`src/rtl/demux_1to4_sched.sv`:
```
// One-entry holding register steering a valid/ready word stream to one of four channels.
// Latency: 1 cycle accept-to-output; i_ready drops while the held word's channel is stalled.
// Backpressure: a stalled selected channel blocks the whole stream (strict round-robin, no skipping).
module demux_1to4_sched #(
    parameter int width     = 32,
    parameter int cnt_width = 8
) (
    input  logic                   clk,
    input  logic                   rst,
    input  logic                   mode,
    input  logic [width-1:0]       i,
    input  logic [1:0]             dest,
    input  logic                   i_valid,
    output logic                   i_ready,
    output logic [width-1:0]       o0,
    output logic [width-1:0]       o1,
    output logic [width-1:0]       o2,
    output logic [width-1:0]       o3,
    output logic [3:0]             o_valid,
    input  logic [3:0]             o_ready,
    output logic [1:0]             sel,
    output logic [1:0]             rr_ptr,
    output logic [4*cnt_width-1:0] cnt
);

    typedef enum logic {EMPTY = 1'b0, FULL = 1'b1} state_t;

    localparam logic [cnt_width-1:0] CNT_ONE = {{(cnt_width-1){1'b0}}, 1'b1};

    state_t                 state_q, state_d;
    logic [width-1:0]       data_q, data_d;
    logic [1:0]             sel_q, sel_d;
    logic [1:0]             rr_q, rr_d;
    logic [4*cnt_width-1:0] cnt_q, cnt_d;
    logic                   accept;
    logic                   drain;

    // Ready on channels other than the held word's is deliberately ignored.
    assign drain   = (state_q == FULL) && o_ready[sel_q];
    assign i_ready = (state_q == EMPTY) || drain;
    assign accept  = i_valid && i_ready;

    always_ff @(posedge clk) begin
        if (rst) begin
            state_q <= EMPTY;
            data_q  <= '0;
            sel_q   <= 2'd0;
            rr_q    <= 2'd0;
            cnt_q   <= '0;
        end else begin
            state_q <= state_d;
            data_q  <= data_d;
            sel_q   <= sel_d;
            rr_q    <= rr_d;
            cnt_q   <= cnt_d;
        end
    end

    always_comb begin
        state_d = state_q;
        case (state_q)
            EMPTY:   if (accept) state_d = FULL;
            FULL:    if (drain && !accept) state_d = EMPTY;
            default: state_d = EMPTY;
        endcase
    end

    // Destination and mode are sampled only at accept, so a held word never retargets.
    always_comb begin
        data_d = data_q;
        sel_d  = sel_q;
        rr_d   = rr_q;
        cnt_d  = cnt_q;
        if (accept) begin
            data_d = i;
            sel_d  = mode ? rr_q : dest;
            if (mode) rr_d = rr_q + 2'd1;
        end
        for (int k = 0; k < 4; k++) begin
            if (drain && (sel_q == 2'(k)))
                cnt_d[k*cnt_width +: cnt_width] = cnt_q[k*cnt_width +: cnt_width] + CNT_ONE;
        end
    end

    always_comb begin
        o_valid = 4'b0000;
        if (state_q == FULL) o_valid[sel_q] = 1'b1;
        o0     = o_valid[0] ? data_q : '0;
        o1     = o_valid[1] ? data_q : '0;
        o2     = o_valid[2] ? data_q : '0;
        o3     = o_valid[3] ? data_q : '0;
        sel    = sel_q;
        rr_ptr = rr_q;
        cnt    = cnt_q;
    end

endmodule

```
`config.mk`:
```
export PLATFORM = sky130hd
export DESIGN_NAME = demux_1to4_sched
export DESIGN_NICKNAME = d
export VERILOG_FILES = /design/src/rtl/demux_1to4_sched.sv
export SDC_FILE = /design/constraint.sdc
export NUM_CORES = 1
export LEC_CHECK = 0
export BUFFER_PORTS_ARGS = -buffer_cell sky130_fd_sc_hd__buf_2
export CAP_MARGIN = 20
export CORE_MARGIN = 5
export CORE_UTILIZATION = 51
export CTS_BUF_LIST = sky130_fd_sc_hd__clkbuf_4
export DETAILED_ROUTE_END_ITERATION = 12
export HOLD_SLACK_MARGIN = 0.05
export PLACE_DENSITY = 0.88
export SYNTH_ARGS = -nofsm -noshare
export SYNTH_HDL_FRONTEND = slang
export SYNTH_SLANG_ARGS = --single-unit
```
`constraint.sdc`:
```
create_clock -name clk -period 2.7 [get_ports clk]
set_input_delay 0.135 -clock clk [delete_from_list [all_inputs] [get_ports clk]]
set_output_delay 0.135 -clock clk [all_outputs]
set_load 0.01 [all_outputs]
```
# ---- Yosys cells after proc, flatten, opt, wreduce, memory -nomap -nowiden
# Cells that the tools add are included.
dict set report word_totals {
  elab_cells 44
  regBits 69
  output_inout_bits 169
}
dict set report classes {
  n_eq_ne 3
  bitwise_logic 1
  magnitude_cmp 2
  mux 13
  n_addsub 5
  n_reduce_logical 12
}
# operator n
set ops {}
lappend ops {{$mux 32} 4}
lappend ops {{$add 8x1->8 const B} 4}
lappend ops {{$logic_and 1x1->1} 8}
lappend ops {{$eq 2x2->1 const B} 2}
lappend ops {{$mux 1} 4}
lappend ops {{$mux 4} 1}
lappend ops {{$lt 2x3->1 const B} 1}
lappend ops {{$add 2x1->2 const B} 1}
lappend ops {{$bmux 1 s2} 1}
lappend ops {{$demux 1 s2} 1}
lappend ops {{$eq 2x1->1 const B} 1}
lappend ops {{$ge 2x1->1 const B} 1}
lappend ops {{$logic_not 2->1} 1}
lappend ops {{$mux 2} 1}
lappend ops {{$pmux 1 s2} 1}
lappend ops {{$reduce_and 2->1} 1}
lappend ops {{$logic_not 1->1} 1}
lappend ops {{$logic_or 1x1->1} 1}
lappend ops {{$not 1->1} 1}

# ---- Depth between registers and ports, before layout
# Gate-level depths: netlist of run 1.
dict set report depth {
  depth_word 9
  mapped_depth 6
  ltp_nobuf 4
}

# ---- Least setup slack after synthesis of run 1
# No wires, ideal clock.
dict set report synth_path {
  path_type {flip-flop to flip-flop}
  start {register sel_q[0] (netlist: sel[0])}
  end {register cnt_q[5] (netlist: cnt[5])}
  slack_ns 1.031
  path_stages_with_launch 6
  arrival_ns 1.549
  setup_time_ns 0.121
  path_buffers 2
  cell_sequence {dfxtp_1 buf_6 or3b_1 clkbuf_2 nor4_1 mux2_2}
}
dict set report synth_via {
  elab_chain_cells 4
}
# element line_no
set synth_lines {}
lappend synth_lines {{start: declaration} 32} ;# logic [1:0] sel_q, sel_d;
lappend synth_lines {{start signal: assignment} 53} ;# sel_q <= sel_d;
lappend synth_lines {{$bmux 1 s2} 39} ;# assign drain = (state_q == FULL) && o_ready[sel_q];
lappend synth_lines {{$mux 1 (implied by the code)} 39}
lappend synth_lines {{$logic_and 1x1->1} 39}
lappend synth_lines {{$logic_and 1x1->1 (*)} 80} ;# if (drain && (sel_q == 2'(k)))
lappend synth_lines {{end signal: assignment} 55} ;# cnt_q <= cnt_d;
lappend synth_lines {{end: declaration} 34} ;# logic [4*cnt_width-1:0] cnt_q, cnt_d;
# Mark *: on every way between the ends. The rest lies on a longest branch, timed or not. The select of a mux whose other input is x is not followed.
# A chain may end at the register's enable or synchronous reset.

# ---- Worst setup path after layout of run 1
dict set report layout_path {
  start {register sel_q[0] (netlist: sel[0])}
  end {output o3[6]}
}
dict set report layout_via {
  elab_chain_cells 6
}
# element line_no
set layout_lines {}
lappend layout_lines {{$lt 2x3->1 (implied by the code) or $ge 2x1->1 (tied branches)} 87} ;# if (state_q == FULL) o_valid[sel_q] = 1'b1;
lappend layout_lines {{$logic_and 1x1->1 (implied by the code)} 87}
lappend layout_lines {{$mux 1 (implied by the code)} 87}
lappend layout_lines {{$demux 1 s2 (*)} 87}
lappend layout_lines {{$mux 4 (*)} 87}
lappend layout_lines {{$mux 32 (*)} 91} ;# o3 = o_valid[3] ? data_q : '0;
lappend layout_lines {{end: declaration} 18} ;# output logic [width-1:0] o3,
# Mark *: on every way between the ends. The rest lies on a longest branch, timed or not.

==> impl_metrics.env, run 1 <==
export IMPL_maxCapViolCount=0
export IMPL_synth_xor_area_share_pct=0.8286
export IMPL_clock_skew_ns=0.01894
export IMPL_grt_max_degree=63
export IMPL_postRouteAntennaNets=0
export IMPL_fill_cells=600
export IMPL_wl_met1_um=5067
export IMPL_fin_nets=775
export IMPL_async_flop_share_pct=0
export IMPL_antenna_found_initial=1
export IMPL_vias_per_cell=5.245
export IMPL_hpwl_um=9101
export IMPL_slew_headroom_pct=62.25
export IMPL_cp_top_family="simple AND/OR/NAND/NOR gates"
export IMPL_clockBufferDepth=2
export IMPL_synth_warning_count=0
export IMPL_cp_start_kind="register"
export IMPL_hold_path_startpoint="o_ready[0]"
export IMPL_overflow=0
export IMPL_die_w_um=101.1
export IMPL_rows=33
export IMPL_setup_slack_ns=0.3925
export IMPL_tightest_slew_ns=0.5505
export IMPL_crit_arrival_ns=2.17
export IMPL_numCtsBuffers=9
export IMPL_cts_clk_slew_worst_paths_ns=0.12
export IMPL_synth_top_family_by_area="simple AND/OR/NAND/NOR gates"
export IMPL_drt_first_pass_iters=4
export IMPL_highest_layer="met4"
export IMPL_hold_viol_final=0
export IMPL_final_layout_size_suffix_gt1_share_pct=34.33
export IMPL_min_path_cells=4
export IMPL_period_minus_slack_ns=2.307
export IMPL_dpl_cell_area_um2=5278
export IMPL_start_util_pct=51.98
export IMPL_reg2reg_depth=4
export IMPL_htreeDepth=3
export IMPL_place_gp_congestion=0.8423
export IMPL_met2_length_um=6735
export IMPL_p_leak_nw=3.059
export IMPL_grt_pass1_vias=4219
export IMPL_ys_seq_area_share_pct=32.67
export IMPL_grt_pass1_wl_um=20640
export IMPL_synthAdderAreaFrac_pct=1.184
export IMPL_synth_nets=551
export IMPL_synth_cell_types=37
export IMPL_reg2reg_to="data_q[2]"
export IMPL_syn_inst=505
export IMPL_wl_met3_um=966
export IMPL_cpPeakStageDelay_ns=0.50
export IMPL_portBuffers=210
export IMPL_irDropWorstVdd_mv=0.2956
export IMPL_max_freq_ghz=0.4334
export IMPL_drt_total_wl_um=13120
export IMPL_cts_tree="yes"
export IMPL_critical_path_class="reg -> out"
export IMPL_syn_avg_cell_area_um2=8.372
export IMPL_min_to="cnt[1]"
export IMPL_slew_violations=0
export IMPL_clk_latency_ns=0.40
export IMPL_drt_iter0_drc=217
export IMPL_rr_startpoint="sel[0]"
export IMPL_rsz0062_at_grt="no"
export IMPL_pre_cts_ws_ns=0.6763
export IMPL_ios=211
export IMPL_outcome="complete, no violations"
export IMPL_vias=4406
export IMPL_critical_path_depth=4
export IMPL_cts_setup_buffers=0
export IMPL_die_y_um=101.1
export IMPL_grt_usage_pct=25.04
export IMPL_finalSetupTns_ns=0
export IMPL_rrSetupSlack_ns=0.61
export IMPL_critPathRequiredTime_ns=2.57
export IMPL_min_path_type="in -> reg"
export IMPL_clock_sinks=69
export IMPL_synth_edff_count=0
export IMPL_finalCritPeriodShare_pct=85.46
export IMPL_final_area_um2=5787
export IMPL_synthToLayoutAreaGrowth_pct=36.87
export IMPL_cpMaxStageDelayCell="clkinvlp_4"
export IMPL_crit_path_max_fanout=34
export IMPL_worst_path_buf_inv=2
export IMPL_netlist_area_um2=4228
export IMPL_synth_compound_area_share_pct=4.883
export IMPL_synth_seq_cells=69
export IMPL_path_cells="nand3_1 -> clkinvlp_4 -> and2_1 -> buf_2"
export IMPL_power_density_nw_per_um2=379.8
export IMPL_die_area_um2=10210
export IMPL_core_um2=8134
export IMPL_yosys_area_share_simple_pct=41.28
export IMPL_root_buffer="clkbuf_4"
export IMPL_synth_area_mux_share_pct=13.26
export IMPL_setup_viol=0
export IMPL_drc_errors=0
export IMPL_cp_end_kind="output pin"
export IMPL_synth_top_flop_cell="dfxtp_1"
export IMPL_routedWlPerCell_um=15.62
repair_timing:
action	CTS	global route
resized for setup	0	1
hold buffers	34	0
hold endpoints to repair	34	0
setup endpoints to repair	0	33
worst min-delay path: stages:
cell and delay, ns:
buf_2 0.12, nor4bb_1 0.14, nand2_1 0.07, a21oi_1 0.05
where the power goes:
| group | leakage [nW] | internal, mW | total (mW) | switching [mW] |
|---|---|---|---|---|
| logic | 2.41 | 0.161 | 0.328 | 0.167 |
| clock network | 0.0875 | 0.406 | 0.758 | 0.351 |
| registers | 0.563 | 1.06 | 1.11 | 0.0538 |
kinds of logic after synthesis:
kind of cell / after synthesis
xor gates and xnor gates: 4
adders and majority gates: 4
AOI/OAI and AO/OA: 32
and+or+nand+nor: 291
muxes: 54
buffers and inverters: 51
DFF: 69
routing by layer:
| metal | track usage (%) | vias up |
|---|---|---|
| met3 | 4.983 | 33 |
| met2 | 44.11 | 183 |
| li1 | - | 2142 |
| met4 | 11.66 | 0 |
| met1 | 28.87 | 2048 |
| met5 | 0 | - |
cells in the final DEF (no fill, tap or decap), types with 11 or more instances in the layout:
cell type,Yosys,routed
buf_2,5,210
and2_1,96,96
dfxtp_1,69,69
nand2b_1,64,64
mux2i_1,38,38
dlygate4sd3_1,0,34
and3_1,32,32
nor2_1,22,22
nor2b_1,17,16
mux2_2,16,16
a21oi_1,15,15
inv_1,13,12
nand2_1,12,12
nor4_1,12,12
clkbuf_4,0,12
nand3_1,11,11
synth_stat cells (3+ instances only):
cell type,number,area share [%]
a21oi_1,15,1.8
and2_1,96,14
and3_1,32,4.7
buf_2,5,0.59
buf_8,3,1.1
clkbuf_1,25,2.2
dfxtp_1,69,33
ha_1,4,1.2
inv_1,13,1.2
mux2_2,16,4.3
mux2i_1,38,9.0
nand2_1,12,1.1
nand2b_1,64,9.5
nand3_1,11,1.3
nand4_1,5,0.74
nor2_1,22,2.0
nor2b_1,17,2.5
nor4_1,12,1.8
o21ai_0,8,0.95
o31ai_1,4,0.71
or3_1,8,1.2
or4_1,4,0.71
xor2_1,3,0.62
sequential cells by signal, summed over array words and instances (netlist names):
| signal | flops |
|---|---|
| cnt | 32 |
| data_q | 32 |
| rr_ptr | 2 |
| sel | 2 |
| state_q | 1 |
final cells by class:
class	count	area [um2]	share of cell area [%]
multi-input cells	385	2600	44.93
repair buffers	251	1456	25.17
flip-flops and latches	69	1381	23.87
well taps	105	131.4	2.270
clock buffers	12	90.09	1.557
clock inverters	4	72.57	1.254
inverters	13	52.55	0.9081
diodes	1	2.502	0.04324
through the flow:
step | util, % | cells | hold slack [ns] | power [mW]
finish | 71.14 | 840 | 0.1536 | 2.198
global route | 71.14 | 840 | 0.1524 | 2.300
CTS | 71.07 | 839 | 0.1129 | 2.211
detailed placement | 64.88 | 789 | 0.4046 | 1.416
global placement | 64.88 | 789 | 0.3967 | 1.401
floorplan | - | 505 | 0.2903 | 1.314
worst max-delay path by stage:
| stage | startpoint | end |
|---|---|---|
| floorplan | sel[0] | cnt[5] |
| global placement | state_q | sel[0] |
| detailed placement | sel[0] | o3[19] |
| CTS | sel[0] | o3[19] |
| global route | sel[0] | o3[19] |
| finish | sel[0] | o3[6] |
Power figures use the tool's default switching activity.
==> run 2: changes to the inputs <==
- CORE_UTILIZATION: 51 -> 43
- PLACE_DENSITY: 0.88 -> 0.79
- clock period: 2.7 -> 2 ns (I/O delays scaled with it)
==> run 2 against run 1 <==
Effect of this change:
- clock power is 17% higher
- final cell count up 4.5%
- wire length rose by 4.6%
- largest cell class unchanged
- critical path depth grew 1
- critical path type unchanged
==> impl_metrics.env, run 2 (synthesis gave the netlist of run 1 again) <==
export IMPL_finalCritPeriodShare_pct=93.87
export IMPL_min_to="sel[1]"
export IMPL_p_int_mw=2.059
export IMPL_cts_clk_slew_worst_paths_ns=0.12
export IMPL_clockBufferDepth=2
export IMPL_vias=4409
export IMPL_grt_max_degree=118
export IMPL_pwr_share_seq_pct=52.0
export IMPL_setup_viol=0
export IMPL_crit_path_max_fanout=17
export IMPL_place_gp_congestion=0.8432
export IMPL_critical_path_class="reg -> out"
export IMPL_drc_errors=0
export IMPL_hold_path_startpoint="dest[1]"
export IMPL_max_freq_ghz=0.5327
export IMPL_drt_total_wl_um=13730
export IMPL_mostFrequentLayoutCells="buf_2, and2_1, dfxtp_1, nand2b_1, mux2i_1"
export IMPL_irDropWorstVdd_mv=0.3344
export IMPL_rows=36
export IMPL_rr_startpoint="sel[0]"
export IMPL_die_y_um=109.2
export IMPL_critPathRequiredTime_ns=1.90
export IMPL_rsz0062_at_grt="no"
export IMPL_htreeDepth=3
export IMPL_slew_violations=0
export IMPL_core_um2=9684
export IMPL_drt_iter0_drc=254
export IMPL_reg2reg_to="cnt[6]"
export IMPL_fin_nets=785
export IMPL_postRouteAntennaNets=0
export IMPL_rrSetupSlack_ns=0.21
export IMPL_die_w_um=109.2
export IMPL_cts_tree="yes"
export IMPL_setup_slack_ns=0.1226
export IMPL_overflow=0
export IMPL_drt_first_pass_iters=4
export IMPL_min_path_type="in -> reg"
export IMPL_pwr_share_clk_pct=30.8
export IMPL_vias_per_cell=5.022
export IMPL_routedWlPerCell_um=15.64
export IMPL_finalSetupTns_ns=0
export IMPL_min_path_cells=4
export IMPL_portBuffers=210
export IMPL_numCtsBuffers=9
export IMPL_ios=211
export IMPL_start_util_pct=43.66
export IMPL_power_density_nw_per_um2=484.4
export IMPL_reg2reg_depth=4
export IMPL_die_area_um2=11910
export IMPL_crit_arrival_ns=1.78
export IMPL_outcome="complete, no violations"
export IMPL_grt_pass1_vias=4229
export IMPL_clock_skew_ns=0.01793
export IMPL_combPwrFrac_pct=17.2
export IMPL_cp_start_kind="register"
export IMPL_hpwl_um=9159
export IMPL_p_leak_nw=3.126
export IMPL_grt_usage_pct=21.81
export IMPL_clock_sinks=69
export IMPL_root_buffer="clkbuf_4"
export IMPL_antenna_found_initial=1
export IMPL_cp_end_kind="output pin"
export IMPL_switching_share_pct=28.50
export IMPL_slew_headroom_pct=71.49
export IMPL_tightest_slew_ns=0.4218
export IMPL_clk_latency_ns=0.42
export IMPL_pre_cts_ws_ns=0.1354
export IMPL_layout_commonest_cell="buf_2"
export IMPL_synthToLayoutAreaGrowth_pct=40.63
export IMPL_grt_pass1_wl_um=20420
export IMPL_maxCapViolCount=0
export IMPL_final_layout_size_suffix_gt1_share_pct=36.20
export IMPL_hold_viol_final=0
export IMPL_period_minus_slack_ns=1.877
export IMPL_p_switching_mw=0.8207
run 2: area by class of cell:
cell class | instances | area [um2]
Multi-Input combinational cell | 385 | 2620
Antenna cell | 2 | 5.005
Timing Repair Buffer | 261 | 1583
Clock inverter | 5 | 52.55
Sequential cell | 69 | 1393
Inverter | 13 | 51.30
Clock buffer | 10 | 75.07
Fill cell | 830 | 3739
Tap cell | 133 | 166.4
run 2: worst max-delay path: stages, from the launching register on:
cell     delay [ns]
dfxtp_4        0.39
or3b_4         0.43
inv_4          0.09
buf_12         0.15
and2_1         0.16
buf_2          0.13
run 2: worst max-delay path by stage:
stage / cells past startpoint / endpoint / start
after global routing: 6 / o3[27] / state_q
after global placement: 3 / sel[0] / sel[0]
after floorplan: 5 / cnt[5] / sel[0]
after CTS: 4 / o1[31] / state_q
after detailed placement: 3 / sel[1] / sel[0]
final: 5 / o0[6] / sel[0]
run 2: metrics by stage:
| step | cells | hold WS (ns) | instance area, um2 | power (mW) | util [%] |
|---|---|---|---|---|---|
| floorplan | 505 | 0.2553 | 4228 | 1.774 | - |
| global placement | 819 | 0.3613 | 5353 | 1.907 | 55.27 |
| detailed placement | 819 | 0.3664 | 5353 | 1.929 | 55.27 |
| CTS | 868 | 0.05874 | 5837 | 2.871 | 60.27 |
| global route | 877 | 0.09148 | 5943 | 3.021 | 61.37 |
| finish | 878 | 0.1091 | 5946 | 2.880 | 61.40 |
run 2: repair_timing:
item / CTS / global route
cloned: 0 / 1
endpoints found under the hold margin: 34 / 0
hold buffers: 34 / 0
pin swaps: 0 / 1
resized for setup: 8 / 10
setup buffers: 0 / 7
endpoints found under the setup margin: 131 / 122
run 2: metal layers:
layer	global-route usage (%)	part of all wire, %	vias to the layer above
met1	23.99	40	2060
met3	4.796	6.9	23
met5	0	0	-
met2	40.35	51	163
li1	-	-	2163
met4	8.566	1.9	0
run 2: power groups by stage:
| stage | sequential [mW] | combinational [mW] | clock [mW] |
|---|---|---|---|
| floorplan | 1.50 | 0.273 | 0 |
| global placement | 1.52 | 0.383 | 0 |
| detailed placement | 1.53 | 0.399 | 0 |
| CTS | 1.50 | 0.458 | 0.913 |
| global route | 1.51 | 0.535 | 0.977 |
| finish | 1.50 | 0.495 | 0.887 |
